[src/rtl/ram_reader_pkg.sv]
// ram_reader_pkg: shared FSM state type and minimum output-buffer depth for ram_stream_reader
package ram_reader_pkg;
  typedef enum logic [1:0] {IDLE, READ, DRAIN} state_t;
  localparam int MIN_FIFO_DEPTH = 3;
endpackage

[src/rtl/ram_reader_fifo.sv]
// ram_reader_fifo: synchronous circular buffer with occupancy count; dout reads 0 when empty
module ram_reader_fifo #(
  parameter int WIDTH = 4,
  parameter int DEPTH = 3,
  parameter int CW = $clog2(DEPTH + 1)
) (
  input  logic             clk,
  input  logic             rst,
  input  logic             push,
  input  logic [WIDTH-1:0] din,
  input  logic             pop,
  output logic [WIDTH-1:0] dout,
  output logic [CW-1:0]    count
);
  localparam int PW = $clog2(DEPTH);
  logic [WIDTH-1:0] mem_q [DEPTH];
  logic [PW-1:0] wr_q, wr_d, rd_q, rd_d;
  logic [CW-1:0] cnt_q, cnt_d;
  always_comb begin
    wr_d = push ? ((wr_q == PW'(DEPTH - 1)) ? '0 : wr_q + 1'b1) : wr_q;
    rd_d = pop ? ((rd_q == PW'(DEPTH - 1)) ? '0 : rd_q + 1'b1) : rd_q;
    cnt_d = cnt_q + CW'(push) - CW'(pop);
  end
  always_ff @(posedge clk) begin
    if (rst) begin
      wr_q <= '0;
      rd_q <= '0;
      cnt_q <= '0;
    end else begin
      wr_q <= wr_d;
      rd_q <= rd_d;
      cnt_q <= cnt_d;
    end
  end
  always_ff @(posedge clk) begin
    if (push) mem_q[wr_q] <= din;
  end
  assign count = cnt_q;
  assign dout = (cnt_q != '0) ? mem_q[rd_q] : '0;
endmodule

[src/rtl/ram_stream_reader.sv]
// ram_stream_reader: burst RAM reader feeding a valid/ready stream through a small FIFO.
// Define RAM_READER_STRIDE_EN to add the stride port; otherwise addresses step by 1.
module ram_stream_reader
  import ram_reader_pkg::*;
#(
  parameter int WIDTH = 4,
  parameter int ADDRWIDTH = 8,
  parameter int FIFO_DEPTH = 3
) (
  input  logic                 clk,
  input  logic                 rst,
  input  logic                 start,
  input  logic [ADDRWIDTH-1:0] base_addr,
  input  logic [ADDRWIDTH:0]   count,
`ifdef RAM_READER_STRIDE_EN
  input  logic [ADDRWIDTH-1:0] stride,
`endif
  output logic                 enb,
  output logic [ADDRWIDTH-1:0] addrb,
  input  logic [WIDTH-1:0]     dob,
  output logic                 m_valid,
  input  logic                 m_ready,
  output logic [WIDTH-1:0]     m_data,
  output logic                 busy,
  output logic                 done
);
  localparam int DEPTH = (FIFO_DEPTH < MIN_FIFO_DEPTH) ? MIN_FIFO_DEPTH : FIFO_DEPTH;
  localparam int CW = $clog2(DEPTH + 1);
  localparam logic [ADDRWIDTH:0] ONE = 1;
  state_t state_q, state_d;
  logic enb_q, enb_d, pend_q, done_q, done_d, pop, can_issue;
  logic [ADDRWIDTH-1:0] addr_q, addr_d, nxt_q, nxt_d, inc;
  logic [ADDRWIDTH:0] rem_q, rem_d, out_q, out_d;
  logic [CW-1:0] fcnt;
`ifdef RAM_READER_STRIDE_EN
  assign inc = stride;
`else
  assign inc = ADDRWIDTH'(1);
`endif
  assign pop = m_valid & m_ready;
  // Reserve a FIFO slot for every read still in flight so the buffer can never overflow.
  assign can_issue = int'(fcnt) + int'(pend_q) + int'(enb_q) - int'(pop) < DEPTH;
  always_comb begin
    state_d = state_q;
    enb_d = 1'b0;
    addr_d = addr_q;
    nxt_d = nxt_q;
    rem_d = rem_q;
    out_d = pop ? out_q - ONE : out_q;
    done_d = 1'b0;
    if (state_q == IDLE && start) begin
      done_d = (count == '0);
      if (count != '0) begin
        enb_d = 1'b1;
        addr_d = base_addr;
        nxt_d = base_addr + inc;
        rem_d = count - ONE;
        out_d = count;
        state_d = (count == ONE) ? DRAIN : READ;
      end
    end else if (state_q == READ && can_issue) begin
      enb_d = 1'b1;
      addr_d = nxt_q;
      nxt_d = nxt_q + inc;
      rem_d = rem_q - ONE;
      state_d = (rem_q == ONE) ? DRAIN : READ;
    end else if (state_q == DRAIN && pop && out_q == ONE) begin
      state_d = IDLE;
      done_d = 1'b1;
    end
  end
  always_ff @(posedge clk) begin
    if (rst) begin
      state_q <= IDLE;
      enb_q <= 1'b0;
      pend_q <= 1'b0;
      done_q <= 1'b0;
      addr_q <= '0;
      nxt_q <= '0;
      rem_q <= '0;
      out_q <= '0;
    end else begin
      state_q <= state_d;
      enb_q <= enb_d;
      pend_q <= enb_q;
      done_q <= done_d;
      addr_q <= addr_d;
      nxt_q <= nxt_d;
      rem_q <= rem_d;
      out_q <= out_d;
    end
  end
  ram_reader_fifo #(.WIDTH(WIDTH), .DEPTH(DEPTH), .CW(CW)) u_fifo (
    .clk(clk),
    .rst(rst),
    .push(pend_q),
    .din(dob),
    .pop(pop),
    .dout(m_data),
    .count(fcnt)
  );
  assign m_valid = (fcnt != '0);
  assign enb = enb_q;
  assign addrb = addr_q;
  assign busy = (state_q != IDLE);
  assign done = done_q;
endmodule

[config.mk]
export PLATFORM = sky130hd
export DESIGN_NAME = ram_stream_reader
export DESIGN_NICKNAME = d
export VERILOG_FILES = /design/src/rtl/ram_reader_pkg.sv /design/src/rtl/ram_reader_fifo.sv /design/src/rtl/ram_stream_reader.sv
export SDC_FILE = /design/constraint.sdc
export NUM_CORES = 1
export LEC_CHECK = 0
export ABC_AREA = 1
export ABC_CLOCK_PERIOD_IN_PS = 3150
export BUFFER_PORTS_ARGS = -buffer_cell sky130_fd_sc_hd__buf_4
export CORE_MARGIN = 10
export CORE_UTILIZATION = 52
export DETAILED_ROUTE_END_ITERATION = 10
export PLACE_DENSITY = 0.76
export SETUP_SLACK_MARGIN = 0.02
export SLEW_MARGIN = 0
export SYNTH_ARGS = -nofsm -noshare
export SYNTH_HDL_FRONTEND = slang
export SYNTH_SLANG_ARGS = --single-unit
[constraint.sdc]
create_clock -name clk -period 3.15 [get_ports clk]
set_input_delay 0.1575 -clock clk [delete_from_list [all_inputs] [get_ports clk]]
set_output_delay 0.1575 -clock clk [all_outputs]
set_load 0.03 [all_outputs]
==> metrics.md, run 1 <==
| Metric | Value |
|---|---|
| Initial Util | `54.42%` |
| CP Max Fanout | `10` |
| Grt ovf | `0` |
| Starting DRT DRC Count | `211` |
| Dpl cells | `about 540` |
| HP Class | `input port to flip-flop` |
| Critical Path AT | `about 3.2 ns` |
| Total Routed Length | `~8000 µm` |
| Max-slew violations | `0` |
| Crit path max-delay family | `adder cells` |
| Mux share of post-synthesis cell area | `around 1.4%` |
| Synthesized-area fraction occupied by adder cells | `under 10%` |
| Fillers | `517` |
| Worst-Skew Late Latency | `~0.35 ns` |
| Synth async-reset ratio | `0%` |
| CP startpoint kind | `flip-flop` |
| Synth warnings | `0` |
| Mapped cell area | `about 3300 µm²` |
| Largest net degree at the start of global routing | `25` |
| GRT Util Overall | `16.49%` |
| NumNets Final | `514` |
| PnR Total Power | `slightly below 4000 µW` |
| First-pass GRT wire length | `~13000 µm` |
| RSZ-0062 raised after global routing | `false` |
| Layout Utilization | `between 60 and 70%` |
| Crit path required time | `between 3 and 4 ns` |
| Clock Sink Count | `just under 60` |
| Via count | `about 3000` |
| Setup Fix Bufs, Post-CTS | `0` |
| Diodes inserted | `0` |
| Htree depth | `3` |
| Final cell count without fillers | `approximately 560` |
| Synth cell types | `41` |
| Largest family of logic cells by synthesized area | `simple AND/OR/NAND/NOR gates` |
| Post-DRT Antenna Nets | `0` |
| Post-Synth XOR/XNOR Area | `under 10%` |
| GP Congestion | `between 0.8 and 0.9` |
| Layout cells sized above 1 | `between 10% and 20%` |
| Final min period | `just under 3 ns` |
| Die height | `99.42 µm` |
| Max IR drop VDD | `roughly 0.00047 V` |
| Most frequent cells in the layout | `nand2_1, inv_1, dfxtp_1` |
| Synth Area in Compound Gates | `16.10%` |
| P&R area growth vs syn | `18.70%` |
| P_leak | `between 0.0015 and 0.002 µW` |
| Dpl cell area | `between 3000 and 4000 µm²` |
| Slew HR | `roughly half` |
| Reg area | `about 1300 µm²` |
| Critical path buffer and inverter count | `1` |
| Worst Setup End Kind | `flip-flop` |
| DRC viols | `0` |
| Die W | `99.42 µm` |
| Multi-input gate area | `1658 µm²` |
| CTS tree | `yes` |
| Cts bufs inserted | `9` |
| Critical path class | `flip-flop to flip-flop` |
| Register area share after synthesis | `39.68%` |
| Core Rows | `28` |
| Initial antenna violation count | `0` |
| Commonest non-fill, non-tap cell in the layout | `nand2_1` |
| Crit path cell chain | `nor2_2 > nor2_2 > ha_1 > fa_1 > fa_1 > ha_1 > nand2_1 > o21bai_1 > nand2_2 > nand2_8 > nand2_4 > buf_6 > o31ai_2` |
| FF+latch count, synth | `59` |
| Fin area | `~3900 µm²` |
| Max Cap Violations | `0` |
| Fmax | `between 0.3 and 0.4 GHz` |
| Final number of setup-violating endpoints | `0` |
| Top_reg_cell synth | `dfxtp_1` |
| Routed vias/inst | `between 5 and 6` |
| Final Cycle Share | `93.04%` |
| Detailed Routing Iterations Pass 1 | `4` |
| Setup tns final | `0 ns` |
| Worst slew pin tran | `about 0.73 ns` |
| I/O pin count | `between 40 and 50` |
| Number of global-route vias before repair | `about 2800` |
| Cells after Synth | `between 400 and 500` |
| CORE AREA | `6026 µm²` |
| Port Buffers | `40` |
| Crit-path max cell delay | `about 0.4 ns` |
| Clock slew at reported path FFs | `0.06 ns` |
| Routed wire per std cell | `around 14 µm` |
| CTS max path bufs | `2` |
| PD cells | `a little under 1000 nW/µm²` |
| Status | `completed` |
| Mean Syn Cell Area | `about 7.7 µm²` |
| Root buf cell | `clkbuf_8` |
| Number of flops mapped to enable cells by yosys | `12` |
| Mapped Nets | `about 470` |
| Slowest stage cell, crit path | `fa_1` |
| Final hold violation count | `0` |
| Detailed placer's ending HPWL | `5839 µm` |
| Post-Synth Simple-Gate Area | `25.10%` |
| Die area | `9883 µm²` |
| Layout Skew | `between 0.009 and 0.01 ns` |
[synthesized netlist by cell type (2+ instances only)]
cell / n / area, µm²
nand2_1: 81 / 304.0
inv_1: 64 / 240.2
dfxtp_1: 47 / 940.9
nor2_1: 34 / 127.6
o21ai_0: 34 / 170.2
nand3_1: 32 / 160.2
a21oi_1: 26 / 130.1
edfxtp_1: 12 / 360.4
ha_1: 12 / 150.1
nor3_1: 8 / 40.04
o21ai_1: 8 / 40.04
xor2_1: 7 / 61.31
a31oi_1: 4 / 25.02
buf_6: 4 / 45.04
inv_2: 4 / 15.01
mux2_2: 4 / 45.04
nand4_1: 4 / 25.02
nor2_2: 4 / 25.02
o22ai_2: 4 / 50.05
buf_2: 3 / 15.01
nand2_2: 3 / 18.77
nand3b_1: 3 / 22.52
o21ai_2: 3 / 26.28
a22o_1: 2 / 17.52
clkbuf_1: 2 / 7.510
fa_1: 2 / 40.04
nor2_4: 2 / 22.52
[final timing paths]
kind,start,end,slack (ns),cells past startpoint
worst max-delay path,u_fifo.count[1],rem_q[4],0.22,13
worst min-delay path,count[8],out_q[8],0.13,3
worst max register to register,u_fifo.count[1],rem_q[4],0.22,13
worst min register to register,addrb[7],addrb[7],0.46,2
[where the power goes]
| part | leakage, µW | switching [µW] | internal, µW |
|---|---|---|---|
| clock | 0.000103 | 300 | 443 |
| sequential | 0.000496 | 161 | 1010 |
| combinational | 0.00122 | 1250 | 692 |
[routing by layer]
layer	track usage (%)	share of wire, %
met5	0	0
met4	6.284	1.7
met1	20.28	43
met3	5.813	7.3
met2	25.85	48
[cell type report]
type,instances,share of cell area (%)
flip-flops and latches,59,33.46
multi-input cells,290,42.59
repair buffers,47,9.418
clock inverters,5,1.993
inverters,68,6.750
clock buffers,11,3.375
well taps,75,2.411
[stage by stage]
stage / hold slack, ns / worst slack, ns
6_report: 0.1303 / 0.2193
5_1_grt: 0.1384 / 0.04682
4_1_cts: 0.005846 / 0.04119
3_5_place_dp: 0.3542 / 0.05920
3_3_place_gp: 0.3516 / 0.1492
2_1_floorplan: 0.2564 / 0.1279
[sequential cells by signal, summed over array words and instances, names as in the netlist, named ones only]
signal,count
u_fifo.mem_q,12
u_fifo.count,2
addrb,8
enb,1
nxt_q,8
u_fifo.wr_q,2
u_fifo.rd_q,2
done,1
rem_q,9
pend_q,1
out_q,9
state_q,2
[worst register-to-register path: cells and delay by family, from the launching register on]
| family | cells | cell delay [ns] |
|---|---|---|
| adder cells (fa/ha/maj) | 4 | 1.35 |
| flip-flops | 1 | 0.35 |
| AO/OA/AOI/OAI | 2 | 0.35 |
| AND/OR/NAND/NOR | 6 | 0.62 |
| buffers and inverters | 1 | 0.17 |
[logic make-up (layout without fill, tap and decap cells)]
logic type | count (synthesis) | in the layout
compound gates | 87 | 87
buf+inv | 78 | 131
fa+ha+maj | 14 | 14
flops | 59 | 59
simple gates | 178 | 178
mux | 4 | 4
xor+xnor | 7 | 7
[repair_timing]
item | CTS | global route
resized for setup | 0 | 9
hold buffers | 3 | 1
endpoints found under the setup margin | 0 | 18
endpoints found under the hold margin | 9 | 3
(Power assumes the default switching activity.)
==> run 2: changes to the inputs <==
Settings changed: GPL_TIMING_DRIVEN set to 0.
==> run 2 against run 1 <==
  * Flip-flop and latch count is the same
  * Die area unchanged
  * Sequential power is essentially flat
  * Via count is 0.34% lower
  * Clock skew fell by 0.0030 ns
  * Critical endpoint is now rem_q[5]
  * Largest cell class unchanged
==> metrics.md, run 2 (synthesis gave the netlist of run 1 again) <==
| Metric | Value |
|---|---|
| Initial Util | `54.42% (unchanged)` |
| Routed vias/inst | `5.213 (-1.9%)` |
| Fmax | `0.3352 GHz (-1.8%)` |
| Core Rows | `28 (unchanged)` |
| M2 GR Usage | `26.15% (+0.30 points)` |
| Routed wire per std cell | `13.86 µm (-2.6%)` |
| HP Class | `input port to flip-flop` |
| Die W | `99.42 µm (unchanged)` |
| Status | `completed` |
| Setup tns final | `0 ns (unchanged)` |
| Port Buffers | `39 (-2.5%)` |
| Clock slew at reported path FFs | `0.07 ns (about the same)` |
| Busiest layer in global routing | `met2` |
| Reg area | `1303 µm² (unchanged)` |
| I/O pin count | `41 (unchanged)` |
| Worst slew pin tran | `0.7407 ns (+0.008199 ns)` |
| NumNets Final | `523 (+1.8%)` |
| P_leak | `0.001833 µW (+0.87%)` |
| Grt ovf | `0 (unchanged)` |
| Fillers | `530 (+2.5%)` |
| Total Routed Length | `7819 µm (-1.1%)` |
| Largest net degree at the start of global routing | `12 (-52%)` |
| Worst setup path startpoint | `u_fifo.count[1]` |
| Critical Path AT | `3.26 ns (+0.07 ns)` |
| Max-slew violations | `0 (unchanged)` |
| Layout cells sized above 1 | `20.86% (+1.9 points)` |
| CTS max path bufs | `2 (unchanged)` |
| Cts bufs inserted | `9 (unchanged)` |
| GP Congestion | `0.8897 (-1.1%)` |
| GRT Util Overall | `16.41% (-0.078 points)` |
| Starting DRT DRC Count | `227 (+7.6%)` |
| Number of global-route vias before repair | `2873 (+1.2%)` |
| Met3 Usage GRT | `5.052% (-0.76 points)` |
| Multi-input gate area | `1669 µm² (+0.68%)` |
| Slew HR | `50.24% (-0.55 points)` |
| Crit path required time | `3.43 ns (+0.02 ns)` |
| Max IR drop VDD | `0.0005207 V (+11%)` |
| Root buf cell | `clkbuf_8` |
| Detailed Routing Iterations Pass 1 | `4 (unchanged)` |
| Max reg flops | `12 (unchanged)` |
| Final min period | `2.983 ns (+0.05229 ns)` |
| CORE AREA | `6026 µm² (unchanged)` |
| Initial antenna violation count | `0 (unchanged)` |
| Clock Sink Count | `59 (unchanged)` |
| Critical path class | `flip-flop to flip-flop` |
| First-pass GRT wire length | `13250 µm (-1.0%)` |
| Htree depth | `3 (unchanged)` |
| Biggest registers after layout | `u_fifo.mem_q (12), out_q (9), rem_q (9)` |
| RSZ-0062 raised after global routing | `false` |
| Most frequent cells in the layout | `nand2_1, inv_1, dfxtp_1` |
| Via count | `2940 (-0.34%)` |
| Final Cycle Share | `94.70% (+1.7 points)` |
| DRC viols | `0 (unchanged)` |
| Die area | `9883 µm² (unchanged)` |
| Dpl cell area | `3666 µm² (+1.2%)` |
| Commonest non-fill, non-tap cell in the layout | `nand2_1` |
| Final number of setup-violating endpoints | `0 (unchanged)` |
| Final hold violation count | `0 (unchanged)` |
| Met1 usage | `20.33% (+0.048 points)` |
| Detailed placer's ending HPWL | `5871 µm (+0.55%)` |
| Worst Setup End Kind | `flip-flop` |
| CP startpoint kind | `flip-flop` |
| Layout Skew | `0.006269 ns (-0.003007 ns)` |
| Worst-Skew Late Latency | `0.35 ns (about the same)` |
| Fin area | `3930 µm² (+0.96%)` |
| Min-delay src | `count[8]` |
| CP Max Fanout | `10 (unchanged)` |
| Max Cap Violations | `0 (unchanged)` |
| Post-DRT Antenna Nets | `0 (unchanged)` |
| P&R area growth vs syn | `19.84%` |
| Diodes inserted | `0 (unchanged)` |
| Die height | `99.42 µm (unchanged)` |
| RR Startpoint | `u_fifo.count[1]` |
| CTS tree | `yes` |
| Largest reg by FF count | `u_fifo.mem_q` |
| PD cells | `969.2 nW/µm² (-2.1%)` |
run 2: what timing repair did:
action / in CTS / in global routing
endpoints found under the hold margin: 12 / 0
buffers inserted: 1 / 2
endpoints found under the setup margin: 28 / 21
pin swaps: 2 / 3
hold buffers: 4 / 0
resized for setup: 5 / 2
run 2: area by class of cell:
cell class	instances	area share, %
sequential	59	33.14
inverter	68	6.495
buffer	10	1.910
tap	75	2.388
clock buffer	10	3.502
clock inverter	6	1.051
timing repair buffer	46	9.042
multi-input combinational	290	42.47
run 2: worst max-delay path, stage by stage, from the launching register on:
cell and delay, ns:
dfxtp_2 0.36, nor2_4 0.16, nor2_4 0.06, ha_1 0.28, fa_2 0.36, fa_1 0.37, ha_1 0.29, nand2_1 0.06
o21bai_2 0.21, nand2_2 0.14, nand2_8 0.14, nand2_2 0.09, inv_2 0.08, buf_6 0.14, nand3_1 0.08, o21ai_0 0.08
run 2: metal layers:
layer  up-vias  share of wire (%)
met2        80                 47
met1      1332                 46
li1       1511                  -
met4         0                1.8
met5         -                  0
met3        17                6.0
run 2: per-stage QoR:
step | total power [µW] | instances | utilization (%) | hold WS [ns] | worst slack (ns)
CTS | 3790 | 562 | 64.91 | 0.09483 | 0.03438
global placement | 3058 | 541 | 60.84 | 0.3510 | -0.4955
detailed placement | 3113 | 541 | 60.84 | 0.3541 | -0.5129
finish | 3809 | 564 | 65.22 | 0.09560 | 0.1670
global route | 4136 | 564 | 65.22 | 0.1131 | 0.03787
floorplan | 2591 | 427 | - | 0.2564 | 0.1279
run 2: worst paths after layout:
kind | endpoint | slack [ns] | depth (start not counted)
max reg2reg | rem_q[5] | 0.17 | 15
min reg2reg | addrb[4] | 0.46 | 2
min | out_q[8] | 0.1 | 3
max | rem_q[5] | 0.17 | 15
run 2: power breakdown:
group          total, µW  internal (µW)  switching [µW]
clock                629            304             325
combinational       2010            754            1260
sequential          1170           1010             160
total               3810           2070            1740
==> run 3: changes to the inputs <==
Settings changed: ABC_CLOCK_PERIOD_IN_PS 3150 to 3200, BUFFER_PORTS_ARGS -buffer_cell sky130_fd_sc_hd__buf_4 to not set, CORE_UTILIZATION 52 to 63, DONT_BUFFER_PORTS set to 1, PLACE_DENSITY 0.76 to 0.79.
Clock period 3.15 ns to 3.2 ns, I/O delays scaled along.
==> run 3 against run 2 <==
  * Clock skew is 0.0011 ns higher
  * Sequential share of layout area is 2.4 points higher
  * Maximum frequency is 0.58% lower
  * Worst setup slack better by 0.033 ns
  * Largest cell class unchanged
  * Largest power group unchanged
  * Highest routed layer unchanged
==> metrics.md, run 3 (synthesis gave the netlist of run 1 again) <==
| Metric | Value |
|---|---|
| RSZ-0062 raised after global routing | `false` |
| RR Startpoint | `u_fifo.count[1]` |
| Largest reg by FF count | `u_fifo.mem_q` |
| Detailed placer's ending HPWL | `5741 µm (-2.2%)` |
| Number of global-route vias before repair | `2787 (-3.0%)` |
| Max IR drop VDD | `0.0006387 V (+23%)` |
| Slew HR | `51.17% (+0.93 points)` |
| GP Congestion | `0.8940 (+0.48%)` |
| Status | `completed` |
| Critical path buffer and inverter count | `2 (unchanged)` |
| First-pass GRT wire length | `13500 µm (+1.9%)` |
| Max Cap Violations | `0 (unchanged)` |
| Clock Sink Count | `59 (unchanged)` |
| Hold WS | `0.005600 ns (-0.09000 ns)` |
| Max-slew violations | `0 (unchanged)` |
| Post-DRT Antenna Nets | `0 (unchanged)` |
| P&R area growth vs syn | `11.83%` |
| PD cells | `1012 nW/µm² (+4.4%)` |
| NumNets Final | `485 (-7.3%)` |
| Most frequent cells in the layout | `nand2_1, inv_1, dfxtp_1` |
| Worst slew pin tran | `0.7268 ns (-0.01389 ns)` |
| CTS tree | `yes` |
| Worst-Skew Late Latency | `0.34 ns (about the same)` |
| P_leak | `0.001668 µW (-9.0%)` |
| DRC viols | `0 (unchanged)` |
| Commonest non-fill, non-tap cell in the layout | `nand2_1` |
| Layout Utilization | `72.26% (+7.0 points)` |
| Detailed Routing Iterations Pass 1 | `5 (+1)` |
| Crit path required time | `3.47 ns (+0.04 ns)` |
| Fmax | `0.3333 GHz (-0.58%)` |
| Layout cells sized above 1 | `13.53% (-7.3 points)` |
| Crit-path max cell delay | `0.41 ns (+0.04 ns)` |
| Fillers | `413 (-22%)` |
| CP Max Fanout | `10 (unchanged)` |
| Max reg flops | `12 (unchanged)` |
| Initial Util | `64.62% (+10 points)` |
| Final min period | `3.000 ns (+0.01728 ns)` |
| Fin area | `3667 µm² (-6.7%)` |
| End point of the critical path | `nxt_q[2]` |
| Grt ovf | `0 (unchanged)` |
| CTS max path bufs | `2 (unchanged)` |
| Largest net degree at the start of global routing | `11 (-1)` |
| Critical path class | `flip-flop to flip-flop` |
| GRT Util Overall | `19.66% (+3.2 points)` |
| Total Routed Length | `7904 µm (+1.1%)` |
| Core Rows | `26 (-7.1%)` |
| Routed vias/inst | `5.457 (+4.7%)` |
| Layout Skew | `0.007342 ns (+0.001073 ns)` |
| Final hold violation count | `0 (unchanged)` |
| I/O pin count | `41 (unchanged)` |
| Biggest registers after layout | `u_fifo.mem_q (12), out_q (9), rem_q (9)` |
| Worst Setup End Kind | `flip-flop` |
| Routed wire per std cell | `15.17 µm (+9.4%)` |
| CORE AREA | `5075 µm² (-16%)` |
| PnR Total Power | `3712 µW (-2.5%)` |
| Via count | `2843 (-3.3%)` |
| Critical Path AT | `3.27 ns (about the same)` |
| Min-delay src | `rst` |
| Cts bufs inserted | `9 (unchanged)` |
| Multi-input gate area | `1667 µm² (-0.15%)` |
| Slowest stage cell, crit path | `fa_1` |
| Worst setup path startpoint | `u_fifo.count[1]` |
| Starting DRT DRC Count | `168 (-26%)` |
| Die W | `92.15 µm (-7.3%)` |
| Reg area | `1303 µm² (unchanged)` |
| Diodes inserted | `0 (unchanged)` |
| Die height | `92.15 µm (-7.3%)` |
| Final number of setup-violating endpoints | `0 (unchanged)` |
| RR Endpoint | `nxt_q[2]` |
| R2R Setup Slk | `0.20 ns (+0.03 ns)` |
| Initial antenna violation count | `0 (unchanged)` |
| HP Class | `input port to flip-flop` |
| Setup tns final | `0 ns (unchanged)` |
| Final Cycle Share | `93.76% (-0.94 points)` |
| Dpl cell area | `3367 µm² (-8.2%)` |
| Die area | `8492 µm² (-14%)` |
| CP startpoint kind | `flip-flop` |
| Worst path depth | `15 (unchanged)` |
| Port Buffers | `0 (-100%)` |
| Root buf cell | `clkbuf_8` |
| Htree depth | `3 (unchanged)` |
| Clock slew at reported path FFs | `0.07 ns (about the same)` |
| Crit path max-delay family | `adder cells` |
| Worst reg2reg path depth | `15 (unchanged)` |
| Crit path cell chain | `nor2_4 > nor2_4 > ha_1 > fa_1 > fa_1 > ha_1 > nand2_1 > o21bai_2 > nand2_2 > nand2_8 > nand2_2 > inv_2 > buf_6 > o21ai_0 > o21ai_1` |
[run 3: layout make-up]
| cell class | count | area share, % |
|---|---|---|
| multi-input cells | 290 | 45.45 |
| flip-flops and latches | 59 | 35.52 |
| inverters | 68 | 6.960 |
| clock buffers | 10 | 3.480 |
| well taps | 70 | 2.388 |
| clock inverters | 6 | 2.184 |
| plain buffers | 10 | 2.047 |
| repair buffers | 8 | 1.979 |
[run 3: metrics by stage]
stage               worst slack (ns)  instances
detailed placement           -0.4404        497
finish                        0.1998        521
global route                 0.04229        521
CTS                          0.05779        519
floorplan                     0.1779        427
global placement             -0.3562        497
[run 3: where the power goes]
group	switching [µW]	internal [µW]	total, µW
registers	260	993	1250
logic	1120	616	1730
clock network	294	433	726
[run 3: how the worst min path moves through the flow]
stage / slack, ns / end / cells past startpoint
floorplan: 0.26 / u_fifo.mem_q[0][0] / 0
detailed placement: 0.26 / u_fifo.mem_q[2][3] / 0
finish: 0.006 / addrb[5] / 3
CTS: 0.003 / addrb[5] / 3
global route: 0.03 / addrb[7] / 3
global placement: 0.26 / u_fifo.mem_q[2][3] / 0
[run 3: what timing repair did]
item	4_1_cts	5_1_grt
endpoints found under the hold margin	13	0
pin swaps	1	1
buffers inserted	1	2
gates resized for setup	5	1
hold buffers	5	0
setup endpoints to repair	28	19
[run 3: routing by layer]
metal | vias to the layer above | routed length [µm] | track usage (%)
li1 | 1437 | - | -
met1 | 1311 | 3506 | 23.17
met2 | 78 | 3681 | 32.29
met3 | 17 | 529 | 5.216
met4 | 0 | 186 | 9.769
met5 | - | 0 | 0
[run 3: worst min-delay path, delay by kind of cell]
| kind | cells | cell delay (ns) |
|---|---|---|
| simple gates | 2 | 0.09 |
| compound gates | 1 | 0.05 |
